### config.mk
export PLATFORM = sky130hd
export DESIGN_NAME = operand_debounce2
export DESIGN_NICKNAME = d
export VERILOG_FILES = /design/src/rtl/operand_debounce2_pkg.sv /design/src/rtl/operand_debounce2_sync.sv /design/src/rtl/operand_debounce2.sv
export SDC_FILE = /design/constraint.sdc
export NUM_CORES = 1
export LEC_CHECK = 0
export ABC_AREA = 1
export CORE_ASPECT_RATIO = 1.2
export CORE_MARGIN = 2
export CORE_UTILIZATION = 40
export CTS_CLUSTER_SIZE = 30
export DETAILED_ROUTE_END_ITERATION = 12
export PLACE_DENSITY_LB_ADDON = 0.1
export SETUP_SLACK_MARGIN = 0.02
export SLEW_MARGIN = 20
export SYNTH_ARGS = -nofsm -noshare
export SYNTH_HDL_FRONTEND = slang
export SYNTH_SLANG_ARGS = --single-unit
### constraint.sdc
create_clock -name CLK -period 2.15 [get_ports CLK]
set_input_delay 0.43 -clock CLK [delete_from_list [all_inputs] [get_ports CLK]]
set_output_delay 0.43 -clock CLK [all_outputs]
set_load 0.01 [all_outputs]
### src/rtl/operand_debounce2_pkg.sv
// Shared types for the operand debouncer: FSM state encoding and operand width.
package operand_debounce_pkg;

    localparam int OP_W = 2;

    typedef enum logic [1:0] {
        IDLE   = 2'd0,
        SETTLE = 2'd1,
        PEND   = 2'd2
    } state_e;

endpackage

### src/rtl/operand_debounce2_sync.sv
// Two-flop synchroniser for a bus of independent asynchronous levels.
// Each bit is synchronised on its own; no cross-bit coherence is implied.
module sync_2ff #(
    parameter int W = 1
) (
    input  logic         clk_i,
    input  logic         rst_i,
    input  logic [W-1:0] d_i,
    output logic [W-1:0] q_o
);

    logic [W-1:0] meta_q;
    logic [W-1:0] sync_q;

    // Two back-to-back flops; synchronous reset clears both stages.
    always_ff @(posedge clk_i) begin
        if (rst_i) begin
            meta_q <= '0;
            sync_q <= '0;
        end else begin
            meta_q <= d_i;
            sync_q <= meta_q;
        end
    end

    assign q_o = sync_q;

endmodule

### src/rtl/operand_debounce2.sv
// Operand debouncer: commits a 2-bit switch value after DEBOUNCE_CYCLES
// consecutive stable samples, then holds it with VALID until READY.
// Optional build macro INPUT_SYNC_EN inserts a 2-flop synchroniser on I
// (adds 2 cycles of latency); without it the FSM samples raw I.
module operand_debounce2
    import operand_debounce_pkg::*;
#(
    parameter int DEBOUNCE_CYCLES = 12000
) (
    input  logic            CLK,
    input  logic            RESET,
    input  logic [OP_W-1:0] I,
    output logic [OP_W-1:0] O,
    output logic            VALID,
    input  logic            READY
);

    localparam int CNT_W = $clog2(DEBOUNCE_CYCLES);
    localparam logic [CNT_W-1:0] CNT_MAX = CNT_W'(DEBOUNCE_CYCLES - 1);

    generate
        if (DEBOUNCE_CYCLES < 2) begin : g_bad_param
            $error("operand_debounce2: DEBOUNCE_CYCLES must be >= 2");
        end
    endgenerate

    logic [OP_W-1:0] sample;

`ifdef INPUT_SYNC_EN
    sync_2ff #(.W(OP_W)) u_sync (
        .clk_i (CLK),
        .rst_i (RESET),
        .d_i   (I),
        .q_o   (sample)
    );
`else
    assign sample = I;
`endif

    state_e          state_q, state_d;
    logic [CNT_W-1:0] cnt_q, cnt_d;
    logic [OP_W-1:0] cand_q, cand_d;
    logic [OP_W-1:0] o_q, o_d;
    logic            valid_q, valid_d;

    // State and datapath registers; reset discards any pending operand.
    always_ff @(posedge CLK) begin
        if (RESET) begin
            state_q <= IDLE;
            cnt_q   <= '0;
            cand_q  <= '0;
            o_q     <= '0;
            valid_q <= 1'b0;
        end else begin
            state_q <= state_d;
            cnt_q   <= cnt_d;
            cand_q  <= cand_d;
            o_q     <= o_d;
            valid_q <= valid_d;
        end
    end

    // Next-state logic: O only ever changes on the commit transition.
    always_comb begin
        state_d = state_q;
        cnt_d   = cnt_q;
        cand_d  = cand_q;
        o_d     = o_q;
        valid_d = valid_q;
        case (state_q)
            IDLE: begin
                if (sample != o_q) begin
                    cand_d  = sample;
                    cnt_d   = '0;
                    state_d = SETTLE;
                end
            end
            SETTLE: begin
                if (sample == o_q) begin
                    // bounced back to the committed value
                    cnt_d   = '0;
                    state_d = IDLE;
                end else if (sample != cand_q) begin
                    cand_d = sample;
                    cnt_d  = '0;
                end else if (cnt_q == CNT_MAX) begin
                    o_d     = cand_q;
                    valid_d = 1'b1;
                    cnt_d   = '0;
                    state_d = PEND;
                end else begin
                    cnt_d = cnt_q + 1'b1;
                end
            end
            PEND: begin
                // input is ignored here; a new value is picked up from IDLE
                if (READY) begin
                    valid_d = 1'b0;
                    state_d = IDLE;
                end
            end
            default: state_d = IDLE;
        endcase
    end

    assign O     = o_q;
    assign VALID = valid_q;

endmodule

==> flow_summary.html <==
<table>
<tr><th>Metric</th><th>Value</th></tr>
<tr><th colspan="2">Outcome</th></tr>
<tr><td>Outcome</td><td>completed</td></tr>
<tr><th colspan="2">Min path</th></tr>
<tr><td>Path type of the worst min-delay path</td><td>reg -&gt; reg</td></tr>
<tr><td>Worst hold path cell count</td><td>2</td></tr>
<tr><th colspan="2">Route</th></tr>
<tr><td>DRT Pass-1 Iters</td><td>4</td></tr>
<tr><td>Routed wire length</td><td>2630 um</td></tr>
<tr><td>Count of nets left with antenna violations after detail routing</td><td>0</td></tr>
<tr><td>Routed wirelength normalized by instance count</td><td>around 11 um</td></tr>
<tr><td>Mean number of vias per cell</td><td>a little under 5</td></tr>
<tr><td>Count of routing violations after the opening detailed-route iteration</td><td>29</td></tr>
<tr><td>Remaining design rule violation count</td><td>0</td></tr>
<tr><td>Total via count in the routed design</td><td>around 1.2k</td></tr>
<tr><th colspan="2">Yosys</th></tr>
<tr><td>Async set or reset register ratio after synthesis</td><td>0</td></tr>
<tr><td>Number of enable-type register cells in the synthesized netlist</td><td>0</td></tr>
<tr><td>Mapped Cells</td><td>197</td></tr>
<tr><td>Proportion of synthesized chip area in sequential cells</td><td>0.335</td></tr>
<tr><td>Post-synthesis register bit count</td><td>21</td></tr>
<tr><td>Flip-flop cell with the highest count after synthesis</td><td>sky130_fd_sc_hd__dfxtp_1</td></tr>
<tr><td>Synthesized net count</td><td>204</td></tr>
<tr><td>Cell area after synthesis</td><td>0.00126 mm^2</td></tr>
<tr><td>Yosys warnings</td><td>0</td></tr>
<tr><td>Unique masters post-synth</td><td>29</td></tr>
<tr><td>Mean cell area of the mapped netlist</td><td>6.38 um^2</td></tr>
<tr><th colspan="2">Die</th></tr>
<tr><td>Floorplan row count</td><td>22</td></tr>
<tr><td>Overall die area</td><td>~0.0036 mm^2</td></tr>
<tr><td>Number of top-level pins</td><td>8</td></tr>
<tr><td>Initial Utilization</td><td>0.415</td></tr>
<tr><td>DIE WIDTH</td><td>~55 um</td></tr>
<tr><td>Core footprint</td><td>0.00303 mm^2</td></tr>
<tr><td>Chip height</td><td>between 60 and 70 um</td></tr>
<tr><th colspan="2">Final layout</th></tr>
<tr><td># diodes</td><td>0</td></tr>
<tr><td>Area delta synth-&gt;final</td><td>11.6%</td></tr>
<tr><td>Number of fill cells in the layout</td><td>339</td></tr>
<tr><td>Number of nets at the end of the flow</td><td>217</td></tr>
<tr><td>Sequential Area</td><td>420 um^2</td></tr>
<tr><td>Fraction of final layout cells sized beyond drive strength 1</td><td>0.105</td></tr>
<tr><td>Total area of multi-input combinational cells</td><td>697 um^2</td></tr>
<tr><th colspan="2">Setup path</th></tr>
<tr><td>Largest fanout on the critical path</td><td>3</td></tr>
<tr><td>Worst Path Class, Setup</td><td>reg -&gt; out</td></tr>
<tr><td>CP max stage cell</td><td>sky130_fd_sc_hd__clkdlybuf4s50_1</td></tr>
<tr><td>Register-to-register setup slack</td><td>roughly 540 ps</td></tr>
<tr><td>Count of cells along the worst register-to-register path</td><td>8</td></tr>
<tr><td>CP delay by family, top</td><td>buffers and inverters</td></tr>
<tr><td>Cell chain of the critical path</td><td>clkdlybuf4s50_1</td></tr>
<tr><td>Data required, critical path</td><td>1720 ps</td></tr>
<tr><td>Max incr delay on CP</td><td>around 550 ps</td></tr>
<tr><td>Critical R2R Capture</td><td>cnt_q[10]</td></tr>
<tr><td>Levels on crit path</td><td>1</td></tr>
<tr><td>Sort of element at the start of the critical path</td><td>flop</td></tr>
<tr><td>Buffer and inverter count on the worst path</td><td>1</td></tr>
<tr><td>Source of the critical timing path</td><td>O[0]</td></tr>
<tr><td>Worst EP arrival</td><td>1230 ps</td></tr>
<tr><td>Launch instance of the worst register-to-register path</td><td>cnt_q[0]</td></tr>
<tr><td>Endpoint of the most critical setup path</td><td>O[0]</td></tr>
<tr><td>Crit. End Element</td><td>output port</td></tr>
<tr><th colspan="2">Global route</th></tr>
<tr><td>Vias in the first global route</td><td>roughly 1.1k</td></tr>
<tr><td>First-pass GRT wire length</td><td>4560 um</td></tr>
<tr><td>GR met1 Demand/Resource</td><td>0.196</td></tr>
<tr><td>Maximum number of pins on one net before global-route repair</td><td>12</td></tr>
<tr><td>Grt met2 use</td><td>0.301</td></tr>
<tr><td>Met3 Track Usage GR</td><td>0.0227</td></tr>
<tr><td>Most congested layer reported by global routing</td><td>met2</td></tr>
<tr><td>Number of antenna violations at the first check in global routing</td><td>0</td></tr>
<tr><td>All-Layer GR Usage</td><td>0.172</td></tr>
<tr><td>Total gr overflow</td><td>0</td></tr>
<tr><th colspan="2">Timing</th></tr>
<tr><td>Final period utilization</td><td>0.771</td></tr>
<tr><td>Total negative setup slack</td><td>0 ps</td></tr>
<tr><td>Transition at the pin with the smallest max-transition slack</td><td>370 ps</td></tr>
<tr><td>Post-layout worst setup margin</td><td>493 ps</td></tr>
<tr><td>Setup repair after global routing missed its margin</td><td>no</td></tr>
<tr><td>Max-slew headroom</td><td>0.751</td></tr>
<tr><td>Worst Skew</td><td>1.49 ps</td></tr>
<tr><td>Post-layout min period</td><td>roughly 1700 ps</td></tr>
<tr><td>Final-report hold violation count</td><td>0</td></tr>
<tr><td>Final setup violation count</td><td>0</td></tr>
<tr><td>Fmax achieved</td><td>0.603 GHz</td></tr>
<tr><td>Final max-slew violation count</td><td>0</td></tr>
<tr><th colspan="2">Place</th></tr>
<tr><td>PortBufs</td><td>7</td></tr>
<tr><td>Final weighted congestion in routability-driven placement</td><td>0.867</td></tr>
<tr><td>Worst slack, placed</td><td>170 ps</td></tr>
<tr><td>HPWL reported at the end of detailed placement</td><td>2100 um</td></tr>
<tr><th colspan="2">Power</th></tr>
<tr><td>Power density of the placed cells</td><td>about 500 mW/mm^2</td></tr>
<tr><td>Reported leakage power</td><td>about 0.62 nW</td></tr>
<tr><td>Peak supply drop</td><td>0.306 mV</td></tr>
<tr><td>Overall Power</td><td>a little under 0.7 mW</td></tr>
<tr><th colspan="2">Clock tree</th></tr>
<tr><td>Count of hold-fix buffers inserted at cts</td><td>0</td></tr>
<tr><td>Max H-tree Level</td><td>1</td></tr>
<tr><td>Quantity of gates resized following cts</td><td>0</td></tr>
<tr><td>Clock Sinks</td><td>21</td></tr>
<tr><td>Max clock buf depth</td><td>2</td></tr>
<tr><td>Buffers inserted during post-CTS setup optimization</td><td>0</td></tr>
<tr><td>Clock latency on the worst-skew pair</td><td>300 ps</td></tr>
<tr><td>Clock root cell</td><td>sky130_fd_sc_hd__clkbuf_4</td></tr>
<tr><td>Inserted Clock Buffers</td><td>3</td></tr>
<tr><td>Clock Pin Slew Worst Setup and Hold Paths</td><td>about 120 ps</td></tr>
<tr><td>Clock tree from TritonCTS</td><td>yes</td></tr>
<tr><th colspan="2">Job</th></tr>
<tr><td>Max Cap Viol</td><td>0</td></tr>
</table>
-- sequential cells by signal (all words and copies together), names as in the netlist --
name     flops
O            2
VALID        1
cand_q       2
cnt_q       14
state_q      2
-- final cells by class --
cell class,count,area share
multi-input combinational,142,0.497
sequential,21,0.300
inverter,32,0.0857
timing repair buffer,10,0.0661
tap,36,0.0321
clock buffer,4,0.0188
-- Yosys cell counts (all sizes together) (2+ instances only) --
cell type	count	area, um^2
a21oi	6	30.0
buf	2	18.8
dfxtp	21	420
ha	2	25.0
inv	31	116
nand2	66	278
nand3	16	90.1
nand3b	2	15.0
nand4	2	18.8
nor2	30	123
nor3	5	25.0
o21ai	4	20.0
o21bai	2	15.0
-- power by group --
part | internal, mW | switching, mW
registers | 0.397 | 0.00801
logic | 0.0358 | 0.0618
clock network | 0.0723 | 0.121
-- kinds of logic after synthesis --
logic type               after synthesis  synth area share
XOR/XNOR                               2            0.0139
AND/OR/NAND/NOR                      124             0.457
AO/OA/AOI/OAI                         14            0.0637
buffers and inverters                 34             0.111
adder cells (fa/ha/maj)                2            0.0199
flip-flops                            21             0.335
-- stage by stage --
| stage | area (um^2) | hold slack, ps | util | instances |
|---|---|---|---|---|
| after floorplan | 1260 | 459 | - | 197 |
| after global routing | 1400 | 516 | 0.463 | 245 |
| after detailed placement | 1380 | 462 | 0.454 | 241 |
| final | 1400 | 475 | 0.463 | 245 |
| after global placement | 1380 | 456 | 0.454 | 241 |
| after CTS | 1400 | 480 | 0.463 | 245 |
-- how the worst min path moves through the flow --
stage          slack, ps        end      start
3_5_place_dp         460      VALID      VALID
6_report             480      VALID      VALID
5_1_grt              520      VALID      VALID
4_1_cts              480      VALID      VALID
2_1_floorplan        460  cand_q[0]  cand_q[0]
3_3_place_gp         460      VALID      VALID
-- routing by layer --
metal,part of all wire,wire length (um),up-vias
li1,-,-,634
met1,0.44,1160,533
met2,0.53,1390,13
met3,0.021,54,4
met4,0.012,31,0
met5,0,0,-
-- cells in the final DEF, fill, tap and decap left out, types with 3 or more instances in the layout --
cell,count
sky130_fd_sc_hd__a21oi_1,6
sky130_fd_sc_hd__o21ai_0,4
sky130_fd_sc_hd__nand2_1,58
sky130_fd_sc_hd__nand3_1,14
sky130_fd_sc_hd__nor3_1,5
sky130_fd_sc_hd__clkbuf_4,3
sky130_fd_sc_hd__inv_1,29
sky130_fd_sc_hd__dfxtp_1,21
sky130_fd_sc_hd__buf_4,3
sky130_fd_sc_hd__nor2_1,28
sky130_fd_sc_hd__nand2_2,6
sky130_fd_sc_hd__clkdlybuf4s50_1,7
No activity file was read; power rests on OpenSTA's default activity.
